$ cat src/rtl/cpu_ctrl_pkg.sv
// Shared definitions for the CPU pipeline control blocks.
// Contents: state encoding constants, the FSM state type, and the default miss timeout.
// No ports; imported by the stall controller and its interface.
package cpu_ctrl_pkg;

  localparam logic [1:0] ST_RUN   = 2'd0;
  localparam logic [1:0] ST_MISS  = 2'd1;
  localparam logic [1:0] ST_ERROR = 2'd2;

  localparam int DEFAULT_MISS_TIMEOUT = 255;

  typedef enum logic [1:0] {
    RUN   = ST_RUN,
    MISS  = ST_MISS,
    ERROR = ST_ERROR
  } ctrlStateT;

endpackage

$ cat src/rtl/pipeline_stall_ctrl_if.sv
// Bundles the hazard inputs and the pipeline-register controls of pipeline_stall_ctrl.
// Ports: hazard/dcache inputs (ld_use_i, branch_taken_i, dcache_*), per-stage controls,
// error flag and the two CNT_W-wide performance counters. slave = controller side.
interface pipeline_stall_ctrl_if #(
  parameter int CNT_W = 32
);

  logic             ld_use_i;
  logic             branch_taken_i;
  logic             dcache_req_i;
  logic             dcache_hit_i;
  logic             dcache_ack_i;
  logic             pc_write_o;
  logic             if_id_write_o;
  logic             if_id_flush_o;
  logic             id_ex_bubble_o;
  logic             ex_mem_hold_o;
  logic             mem_wb_bubble_o;
  logic             error_o;
  logic [CNT_W-1:0] stall_cycles_o;
  logic [CNT_W-1:0] flush_cnt_o;

  modport master (
    output ld_use_i, branch_taken_i, dcache_req_i, dcache_hit_i, dcache_ack_i,
    input  pc_write_o, if_id_write_o, if_id_flush_o, id_ex_bubble_o,
           ex_mem_hold_o, mem_wb_bubble_o, error_o, stall_cycles_o, flush_cnt_o
  );

  modport slave (
    input  ld_use_i, branch_taken_i, dcache_req_i, dcache_hit_i, dcache_ack_i,
    output pc_write_o, if_id_write_o, if_id_flush_o, id_ex_bubble_o,
           ex_mem_hold_o, mem_wb_bubble_o, error_o, stall_cycles_o, flush_cnt_o
  );

endinterface

$ cat src/rtl/pipeline_stall_ctrl_sat_counter.sv
// Saturating up-counter used for the stall/flush performance counters.
// Ports: clk_i, rst_i (sync, active-high), inc_i (count this cycle), cnt_o (W bits).
// Sticks at all-ones instead of wrapping.
module sat_counter #(
  parameter int W = 32
) (
  input  logic         clk_i,
  input  logic         rst_i,
  input  logic         inc_i,
  output logic [W-1:0] cnt_o
);

  always_ff @(posedge clk_i) begin
    if (rst_i) begin
      cnt_o <= '0;
    end else if (inc_i && (cnt_o != '1)) begin
      cnt_o <= cnt_o + W'(1);
    end
  end

endmodule

$ cat src/rtl/pipeline_stall_ctrl.sv
// Central stall/flush sequencer: merges load-use, branch-taken and dcache-miss into
// per-stage write-enables, flushes and bubbles (Mealy outputs, same-cycle effect).
// Ports: clk_i, rst_i (sync, active-high), bus (slave modport); freezes the pipe during misses.
module pipeline_stall_ctrl
  import cpu_ctrl_pkg::*;
#(
  parameter int MISS_TIMEOUT = DEFAULT_MISS_TIMEOUT,
  parameter int CNT_W        = 32
) (
  input  logic                  clk_i,
  input  logic                  rst_i,
  pipeline_stall_ctrl_if.slave  bus
);

  // Last miss_cnt value tolerated before a missing ack is declared a hang.
  localparam logic [7:0] MISS_LIMIT = 8'(MISS_TIMEOUT - 1);

  ctrlStateT  state;
  ctrlStateT  stateNxt;
  logic [7:0] missCnt;
  logic [7:0] missCntNxt;

  logic pcWrite;
  logic ifIdWrite;
  logic ifIdFlush;
  logic idExBubble;
  logic exMemHold;
  logic memWbBubble;
  logic freeze;

  always_ff @(posedge clk_i) begin
    if (rst_i) begin
      state   <= RUN;
      missCnt <= 8'd0;
    end else begin
      state   <= stateNxt;
      missCnt <= missCntNxt;
    end
  end

  always_comb begin
    stateNxt    = state;
    missCntNxt  = missCnt;
    pcWrite     = 1'b1;
    ifIdWrite   = 1'b1;
    ifIdFlush   = 1'b0;
    idExBubble  = 1'b0;
    exMemHold   = 1'b0;
    memWbBubble = 1'b0;
    freeze      = 1'b0;

    case (state)
      RUN: begin
        if (bus.dcache_req_i && !bus.dcache_hit_i) begin
          freeze     = 1'b1;
          stateNxt   = MISS;
          missCntNxt = 8'd0;
        end else if (bus.ld_use_i) begin
          // A branch seen alongside a load-use is not flushed: ID is held,
          // so the branch resolves again next cycle.
          pcWrite    = 1'b0;
          ifIdWrite  = 1'b0;
          idExBubble = 1'b1;
        end else if (bus.branch_taken_i) begin
          ifIdFlush = 1'b1;
        end
      end
      MISS: begin
        // The ack cycle is still frozen; the replayed access hits in RUN.
        freeze = 1'b1;
        if (bus.dcache_ack_i) begin
          stateNxt = RUN;
        end else if (missCnt == MISS_LIMIT) begin
          stateNxt = ERROR;
        end else begin
          missCntNxt = missCnt + 8'd1;
        end
      end
      ERROR: begin
        freeze = 1'b1;
      end
      default: begin
        stateNxt = RUN;
      end
    endcase

    if (freeze) begin
      pcWrite     = 1'b0;
      ifIdWrite   = 1'b0;
      exMemHold   = 1'b1;
      memWbBubble = 1'b1;
    end

    // Reset quiets every control, including the write-enables.
    if (rst_i) begin
      pcWrite     = 1'b0;
      ifIdWrite   = 1'b0;
      ifIdFlush   = 1'b0;
      idExBubble  = 1'b0;
      exMemHold   = 1'b0;
      memWbBubble = 1'b0;
    end
  end

  assign bus.pc_write_o      = pcWrite;
  assign bus.if_id_write_o   = ifIdWrite;
  assign bus.if_id_flush_o   = ifIdFlush;
  assign bus.id_ex_bubble_o  = idExBubble;
  assign bus.ex_mem_hold_o   = exMemHold;
  assign bus.mem_wb_bubble_o = memWbBubble;
  assign bus.error_o         = (state == ERROR);

  sat_counter #(.W(CNT_W)) uStallCnt (
    .clk_i (clk_i),
    .rst_i (rst_i),
    .inc_i (!pcWrite),
    .cnt_o (bus.stall_cycles_o)
  );

  sat_counter #(.W(CNT_W)) uFlushCnt (
    .clk_i (clk_i),
    .rst_i (rst_i),
    .inc_i (ifIdFlush),
    .cnt_o (bus.flush_cnt_o)
  );

endmodule

$ cat src/flat_wrapper.sv
// flat-port wrapper written by rule: the top's interface ports become plain ports
module pipeline_stall_ctrl_flat import cpu_ctrl_pkg::*;
#(
  parameter int MISS_TIMEOUT = DEFAULT_MISS_TIMEOUT,
  parameter int CNT_W        = 32
)
  (clk_i, rst_i, bus_ld_use_i, bus_branch_taken_i, bus_dcache_req_i, bus_dcache_hit_i, bus_dcache_ack_i, bus_pc_write_o, bus_if_id_write_o, bus_if_id_flush_o, bus_id_ex_bubble_o, bus_ex_mem_hold_o, bus_mem_wb_bubble_o, bus_error_o, bus_stall_cycles_o, bus_flush_cnt_o);
  pipeline_stall_ctrl_if #(.CNT_W(CNT_W)) bus_i ();
  input  logic clk_i;
  input  logic rst_i;
  input wire logic [$bits(bus_i.ld_use_i)-1:0] bus_ld_use_i;
  input wire logic [$bits(bus_i.branch_taken_i)-1:0] bus_branch_taken_i;
  input wire logic [$bits(bus_i.dcache_req_i)-1:0] bus_dcache_req_i;
  input wire logic [$bits(bus_i.dcache_hit_i)-1:0] bus_dcache_hit_i;
  input wire logic [$bits(bus_i.dcache_ack_i)-1:0] bus_dcache_ack_i;
  output wire logic [$bits(bus_i.pc_write_o)-1:0] bus_pc_write_o;
  output wire logic [$bits(bus_i.if_id_write_o)-1:0] bus_if_id_write_o;
  output wire logic [$bits(bus_i.if_id_flush_o)-1:0] bus_if_id_flush_o;
  output wire logic [$bits(bus_i.id_ex_bubble_o)-1:0] bus_id_ex_bubble_o;
  output wire logic [$bits(bus_i.ex_mem_hold_o)-1:0] bus_ex_mem_hold_o;
  output wire logic [$bits(bus_i.mem_wb_bubble_o)-1:0] bus_mem_wb_bubble_o;
  output wire logic [$bits(bus_i.error_o)-1:0] bus_error_o;
  output wire logic [$bits(bus_i.stall_cycles_o)-1:0] bus_stall_cycles_o;
  output wire logic [$bits(bus_i.flush_cnt_o)-1:0] bus_flush_cnt_o;
  assign bus_i.ld_use_i = bus_ld_use_i;
  assign bus_i.branch_taken_i = bus_branch_taken_i;
  assign bus_i.dcache_req_i = bus_dcache_req_i;
  assign bus_i.dcache_hit_i = bus_dcache_hit_i;
  assign bus_i.dcache_ack_i = bus_dcache_ack_i;
  assign bus_pc_write_o = bus_i.pc_write_o;
  assign bus_if_id_write_o = bus_i.if_id_write_o;
  assign bus_if_id_flush_o = bus_i.if_id_flush_o;
  assign bus_id_ex_bubble_o = bus_i.id_ex_bubble_o;
  assign bus_ex_mem_hold_o = bus_i.ex_mem_hold_o;
  assign bus_mem_wb_bubble_o = bus_i.mem_wb_bubble_o;
  assign bus_error_o = bus_i.error_o;
  assign bus_stall_cycles_o = bus_i.stall_cycles_o;
  assign bus_flush_cnt_o = bus_i.flush_cnt_o;
  pipeline_stall_ctrl #(.MISS_TIMEOUT(MISS_TIMEOUT), .CNT_W(CNT_W)) u_core (.clk_i(clk_i), .rst_i(rst_i), .bus(bus_i));
endmodule
$ cat config.mk
export PLATFORM = sky130hd
export DESIGN_NAME = pipeline_stall_ctrl_flat
export DESIGN_NICKNAME = d
export VERILOG_FILES = /design/src/rtl/cpu_ctrl_pkg.sv /design/src/rtl/pipeline_stall_ctrl_if.sv /design/src/rtl/pipeline_stall_ctrl_sat_counter.sv /design/src/rtl/pipeline_stall_ctrl.sv /design/src/flat_wrapper.sv
export SDC_FILE = /design/constraint.sdc
export NUM_CORES = 1
export LEC_CHECK = 0
export CAP_MARGIN = 20
export CORE_MARGIN = 2
export CORE_UTILIZATION = 52
export DETAILED_ROUTE_END_ITERATION = 10
export PLACE_DENSITY = 0.8
export SLEW_MARGIN = 20
export SYNTH_ARGS = -nofsm -noshare
export SYNTH_HDL_FRONTEND = slang
export SYNTH_HIERARCHICAL = 1
export SYNTH_SLANG_ARGS = --single-unit
export TNS_END_PERCENT = 100
$ cat constraint.sdc
create_clock -name clk_i -period 4.2 [get_ports clk_i]
set_input_delay 0.63 -clock clk_i [delete_from_list [all_inputs] [get_ports clk_i]]
set_output_delay 0.63 -clock clk_i [all_outputs]
set_load 0.1 [all_outputs]
==> summary.md, run 1 <==
| Metric | Value |
|---|---|
| Outcome | `completed` |
| 1st-iter DRT viols | `206` |
| Number of clock sinks | `74` |
| Setup bufs post-CTS | `0` |
| Post-Syn Area | `4110 sq um` |
| Synth cell types | `59` |
| Met3 usage | `0.0618` |
| Row cnt | `32` |
| Mean Syn Cell Area | `8.44 sq um` |
| Tcrit/Tclk final | `0.802` |
| Synth cell count leaders | `dfxtp_1 (74), a21oi_1 (48), nor2_1 (31), nand2_1 (28), nand3_1 (28)` |
| Most common cell in the synthesized netlist | `dfxtp_1` |
| Routed wire length | `10700 um` |
| WL/cell | `16.2 um` |
| Slew @ Worst Pin | `987 ps` |
| CTS buffer count | `9` |
| Crit Path Class | `in2reg` |
| Area grow syn2layout | `26.1%` |
| Vias | `4165` |
| Top post-synthesis cells by area | `dfxtp_1 (36%), a21oi_1 (5.8%), o31ai_1 (4.7%)` |
| CTS tree | `done` |
| I/O pin total | `78` |
| Cell chain of the critical path | `clkdlybuf4s50_1, nand2b_1, nand2_1, o21ai_1, a221o_1, nand4_1, nor4_2, nand4_1, nor4_1, mux2_2` |
| Most used cell, CP | `nand4_1` |
| Worst-Skew Late Latency | `350 ps` |
| Clk buf depth | `2` |
| Grt ovf | `0` |
| CP Launch Type | `primary input` |
| WHS | `502 ps` |
| Met1 usage | `0.329` |
| Initial antenna violation count | `0` |
| Initial DRT Pass Iterations | `5` |
| DR DRC count | `0` |
| Fin. Hold Viols | `0` |
| Area fraction of the dominant cell type after synthesis | `0.360` |
| Pleak | `1.58 nW` |
| Final ANT Viol Nets | `0` |
| Highest-delay cell along the critical path | `nor4_2` |
| HPWL after detailed placement | `7400 um` |
| Routability congestion estimate | `0.853` |
| Worst EP required | `4450 ps` |
| Core area | `7690 sq um` |
| Number of vias per cell | `6.31` |
| Die Span Y | `92.9 um` |
| # nets final | `570` |
| Clk root buf | `clkbuf_8` |
| Critical Path Max Stage Delay | `600 ps` |
| Post_cts resized | `0` |
| Post-synth top area cell | `dfxtp_1` |
| Number of flops mapped to enable cells by yosys | `0` |
| Synth Flop Type | `dfxtp_1` |
| Register bit count reported by yosys | `74` |
| Synth Warn # | `6` |
| Share of cells above drive strength 1 | `0.102` |
| Post-synthesis sequential area ratio | `0.360` |
| Maximum clock frequency | `297 MHz` |
| Die Footprint | `8640 sq um` |
| First-pass GRT wire length | `17700 um` |
| IR Drop Worst-Case VDD | `0.285 mV` |
| GR peak layer | `met2` |
| Setup crit end kind | `register` |
| Worst rel slew slack | `0.340` |
| Finish-stage setup viols | `0` |
| Crit-path leading delay family | `simple AND/OR/NAND/NOR gates` |
| Util after Layout | `0.675` |
| Vias in the first global route | `3797` |
| PwrDens | `323 nW/um^2` |
| Syn Nets | `503` |
| Input/output buffers | `77` |
| Total global-route track usage | `0.248` |
| Setup TNS after final layout | `0 ps` |
| RSZ-0062 raised after global routing | `false` |
| Worst Path Buf+Inv | `1` |
| Final number of max-transition violations | `0` |
| Crit path time final | `3370 ps` |
| CP arrival | `3620 ps` |
| Htree depth | `3` |
| Clk_skew | `8.54 ps` |
| Number of diodes | `0` |
| Fraction of registers with async set/reset | `0` |
| Crit Path Max Fanout | `10` |
| Path type of the worst min-delay path | `reg2reg` |
| Met2 usage | `0.397` |
| Largest net degree at the start of global routing | `71` |
| Initial Utilization | `0.535` |
| Chip width | `92.9 um` |
| Max cap viols | `0` |
| Clock transition at the registers of the reported paths | `80 ps` |
| Hold_buf cts | `0` |
| Cells after Synth | `487` |
[registers in the layout, indices dropped and copies added (netlist names)]
register and cells:
u_core/uFlushCnt/cnt_o 32, u_core/state 2, u_core/missCnt 8, u_core/uStallCnt/cnt_o 32
[cell families after synthesis]
| group | Yosys count | synth area share |
|---|---|---|
| flip-flops | 74 | 0.360 |
| AO/OA/AOI/OAI | 122 | 0.199 |
| XOR/XNOR | 14 | 0.0298 |
| buffers and inverters | 39 | 0.0411 |
| adder cells (fa/ha/maj) | 9 | 0.0274 |
| AND/OR/NAND/NOR | 219 | 0.317 |
| multiplexers | 10 | 0.0256 |
[worst register-to-register path, stage by stage, from the launching register on]
cell and delay [ps]:
dfxtp_1 340, inv_1 110, ha_1 350, nand2_1 160, nor4b_4 430, nand4_1 140, buf_4 180, nor4_2 530
nand4_1 160, nor4_1 270, mux2_2 380
[through the flow]
step | cells | setup slack [ps] | total power, mW | area (sq um)
2_1_floorplan | 487 | 178 | 0.963 | 4140
3_3_place_gp | 645 | 602 | 1.01 | 4950
3_5_place_dp | 645 | 480 | 1.01 | 4950
4_1_cts | 660 | 859 | 1.69 | 5190
5_1_grt | 660 | 600 | 1.73 | 5190
6_report | 660 | 833 | 1.67 | 5190
[final timing paths]
check / start / to / slack (ps) / cells after the start
worst max-delay path: bus_dcache_hit_i / u_core/uStallCnt/cnt_o[31] / 830 / 10
worst min-delay path: u_core/uFlushCnt/cnt_o[15] / u_core/uFlushCnt/cnt_o[15] / 500 / 2
worst max register to register: u_core/state[0] / u_core/uFlushCnt/cnt_o[31] / 1030 / 10
worst min register to register: u_core/uFlushCnt/cnt_o[15] / u_core/uFlushCnt/cnt_o[15] / 500 / 2
[cells in the final DEF, fill, tap and decap left out, types with 9 or more instances in the layout]
cell type	Yosys	final
a21oi_1	48	48
buf_4	2	11
clkbuf_8	0	10
clkdlybuf4s50_1	0	70
dfxtp_1	74	74
ha_1	9	9
inv_1	11	11
nand2_1	28	28
nand3_1	28	28
nand4_1	21	21
nor2_1	31	31
o21ai_0	16	16
o31ai_1	26	26
or3_1	21	21
or4_1	24	24
xnor2_1	12	12
[layer usage]
metal  up-vias  routed length [um]
met1      1991                4780
met5         -                   0
met4         0                 155
li1       1998                   -
met3        19                 636
met2       157                5100
[cell type report]
| class | count | area (sq um) |
|---|---|---|
| multi-input cells | 374 | 2500 |
| fillers | 668 | 2500 |
| flip-flops and latches | 74 | 1480 |
| repair buffers | 82 | 788 |
| clock buffers | 10 | 138 |
| well taps | 102 | 128 |
| clock inverters | 5 | 103 |
| inverters | 13 | 48.8 |
[where the power goes]
part | internal, mW | switching, mW | total, mW
Combinational | 0.0702 | 0.199 | 0.269
Sequential | 0.712 | 0.0154 | 0.727
Clock | 0.407 | 0.273 | 0.679
Total | 1.19 | 0.486 | 1.67
No activity file was read; power rests on OpenSTA's default activity.
==> run 2: changes to the inputs <==
Clock period 4.2 ns to 3.2 ns, I/O delays scaled along.
==> summary.md, run 2 (synthesis gave the netlist of run 1 again) <==
| Metric | Value |
|---|---|
| Htree depth | `3` |
| Number of clock sinks | `74` |
| Multi-input gate area | `2540 sq um` |
| RSZ-0062 raised after global routing | `false` |
| IR Drop Worst-Case VDD | `0.310 mV` |
| Most frequent cells in the layout | `buf_4 (80), dfxtp_1 (72), a21oi_1 (48)` |
| FF/Latch Area | `1480 sq um` |
| Worst EP required | `3440 ps` |
| Worst Reg-to-Reg Cells | `9` |
| Total Power | `2.12 mW` |
| Die Footprint | `8640 sq um` |
| I/O pin total | `78` |
| CTS buffer count | `9` |
| CP arrival | `2890 ps` |
| Largest net degree at the start of global routing | `60` |
| Most used cell, CP | `nand4_1` |
| Max cap viols | `0` |
| Clk root buf | `clkbuf_8` |
| Leading cell type in the layout, fill and taps excluded | `buf_4` |
| Routability congestion estimate | `0.950` |
| Post_cts resized | `0` |
| Tcrit/Tclk final | `0.828` |
| Initial antenna violation count | `0` |
| Cell chain of the critical path | `clkdlybuf4s50_1, nand2b_4, o21ai_1, a221o_1, nand4_1, nor4_2, buf_4, nand4_1, nor4_1, mux2_2` |
| Crit-path leading delay family | `simple AND/OR/NAND/NOR gates` |
| Core area | `7690 sq um` |
| Vias | `4138` |
| Share of cells above drive strength 1 | `0.240` |
| PwrDens | `412 nW/um^2` |
| First-pass GRT wire length | `17100 um` |
| Total global-route track usage | `0.242` |
| Area grow syn2layout | `25.1%` |
| Die Span Y | `92.9 um` |
| Initial DRT Pass Iterations | `4` |
| Final number of max-transition violations | `0` |
| Largest regs | `u_core/uFlushCnt/cnt_o (32), u_core/uStallCnt/cnt_o (32), u_core/missCnt (8)` |
| CTS tree | `done` |
| 1st-iter DRT viols | `193` |
| Number of vias per cell | `6.19` |
| Clk_skew | `11.5 ps` |
| HPWL after detailed placement | `7510 um` |
| WHS | `493 ps` |
| Clock transition at the registers of the reported paths | `80 ps` |
| Finish-stage setup viols | `0` |
| Highest-delay cell along the critical path | `clkdlybuf4s50_1` |
| Row cnt | `32` |
| Final ANT Viol Nets | `0` |
| Chip width | `92.9 um` |
| WHS Path Cells | `2` |
| Setup bufs post-CTS | `0` |
| Outcome | `completed` |
| Maximum clock frequency | `377 MHz` |
| Path type of the worst min-delay path | `reg2reg` |
| Clk buf depth | `2` |
| Util after Layout | `0.669` |
| Setup crit end kind | `register` |
| Worst Path Buf+Inv | `2` |
| Hold_buf cts | `0` |
| Initial Utilization | `0.535` |
| Crit Path Max Fanout | `6` |
| Grt ovf | `0` |
| Worst rel slew slack | `0.353` |
| Input/output buffers | `77` |
| DR DRC count | `0` |
| Worst-Skew Late Latency | `350 ps` |
| Fin. Hold Viols | `0` |
| Critical Path Max Stage Delay | `550 ps` |
| Routed wire length | `10500 um` |
| WL/cell | `15.7 um` |
| WP depth | `10` |
| Vias in the first global route | `3668` |
| Pleak | `1.77 nW` |
| CP Launch Type | `primary input` |
| Number of diodes | `0` |
| Crit path time final | `2650 ps` |
| Fillers | `685` |
| # nets final | `579` |
| Slew @ Worst Pin | `967 ps` |
| Crit Path Class | `in2reg` |
run 2: changes by cell type in the layout (fill, tap and decap cells not counted), sizes merged:
| cell | before | now |
|---|---|---|
| buf | 12 | 84 |
| clkdlybuf4s50 | 70 | 7 |
| bufinv | 3 | 2 |
| clkinvlp | 1 | 2 |
run 2: area by class of cell:
| class | instances | area share |
|---|---|---|
| Sequential cell | 74 | 0.288 |
| Multi-Input combinational cell | 374 | 0.494 |
| Inverter | 13 | 0.00948 |
| Clock buffer | 10 | 0.0248 |
| Tap cell | 102 | 0.0248 |
| Timing Repair Buffer | 91 | 0.143 |
| Clock inverter | 5 | 0.0156 |
run 2: through the flow:
| step | setup TNS, ps | setup slack [ps] | cell area, sq um | instances |
|---|---|---|---|---|
| 6_report | 0 | 549 | 5150 | 669 |
| 5_1_grt | 0 | 349 | 5150 | 669 |
| 4_1_cts | 0 | 558 | 5150 | 669 |
| 3_5_place_dp | 0 | 193 | 4940 | 654 |
| 3_3_place_gp | 0 | 262 | 4940 | 654 |
| 2_1_floorplan | -2290 | -428 | 4190 | 487 |
run 2: power breakdown:
part,total (mW),internal [mW],switching [mW]
combinational,0.388,0.117,0.271
sequential,0.954,0.935,0.0189
clock,0.780,0.434,0.346
run 2: final timing paths:
path                                            startpoint                          to  slack (ps)
worst max register to register             u_core/state[0]  u_core/uStallCnt/cnt_o[31]         760
worst min register to register  u_core/uStallCnt/cnt_o[15]  u_core/uStallCnt/cnt_o[15]         490
worst min-delay path            u_core/uStallCnt/cnt_o[15]  u_core/uStallCnt/cnt_o[15]         490
worst max-delay path                      bus_dcache_req_i  u_core/uStallCnt/cnt_o[31]         550
run 2: per-layer routing:
metal	up-vias	part of all wire	global-route usage
met1	1966	0.44	0.304
met2	139	0.48	0.414
met4	0	0.016	0.0846
li1	2016	-	-
met5	-	0	0
met3	17	0.063	0.0439
run 2: worst min-delay path, stage by stage (launching register included):
cell	delay (ps)
dfxtp_1	330
o31ai_1	60
a21oi_1	60
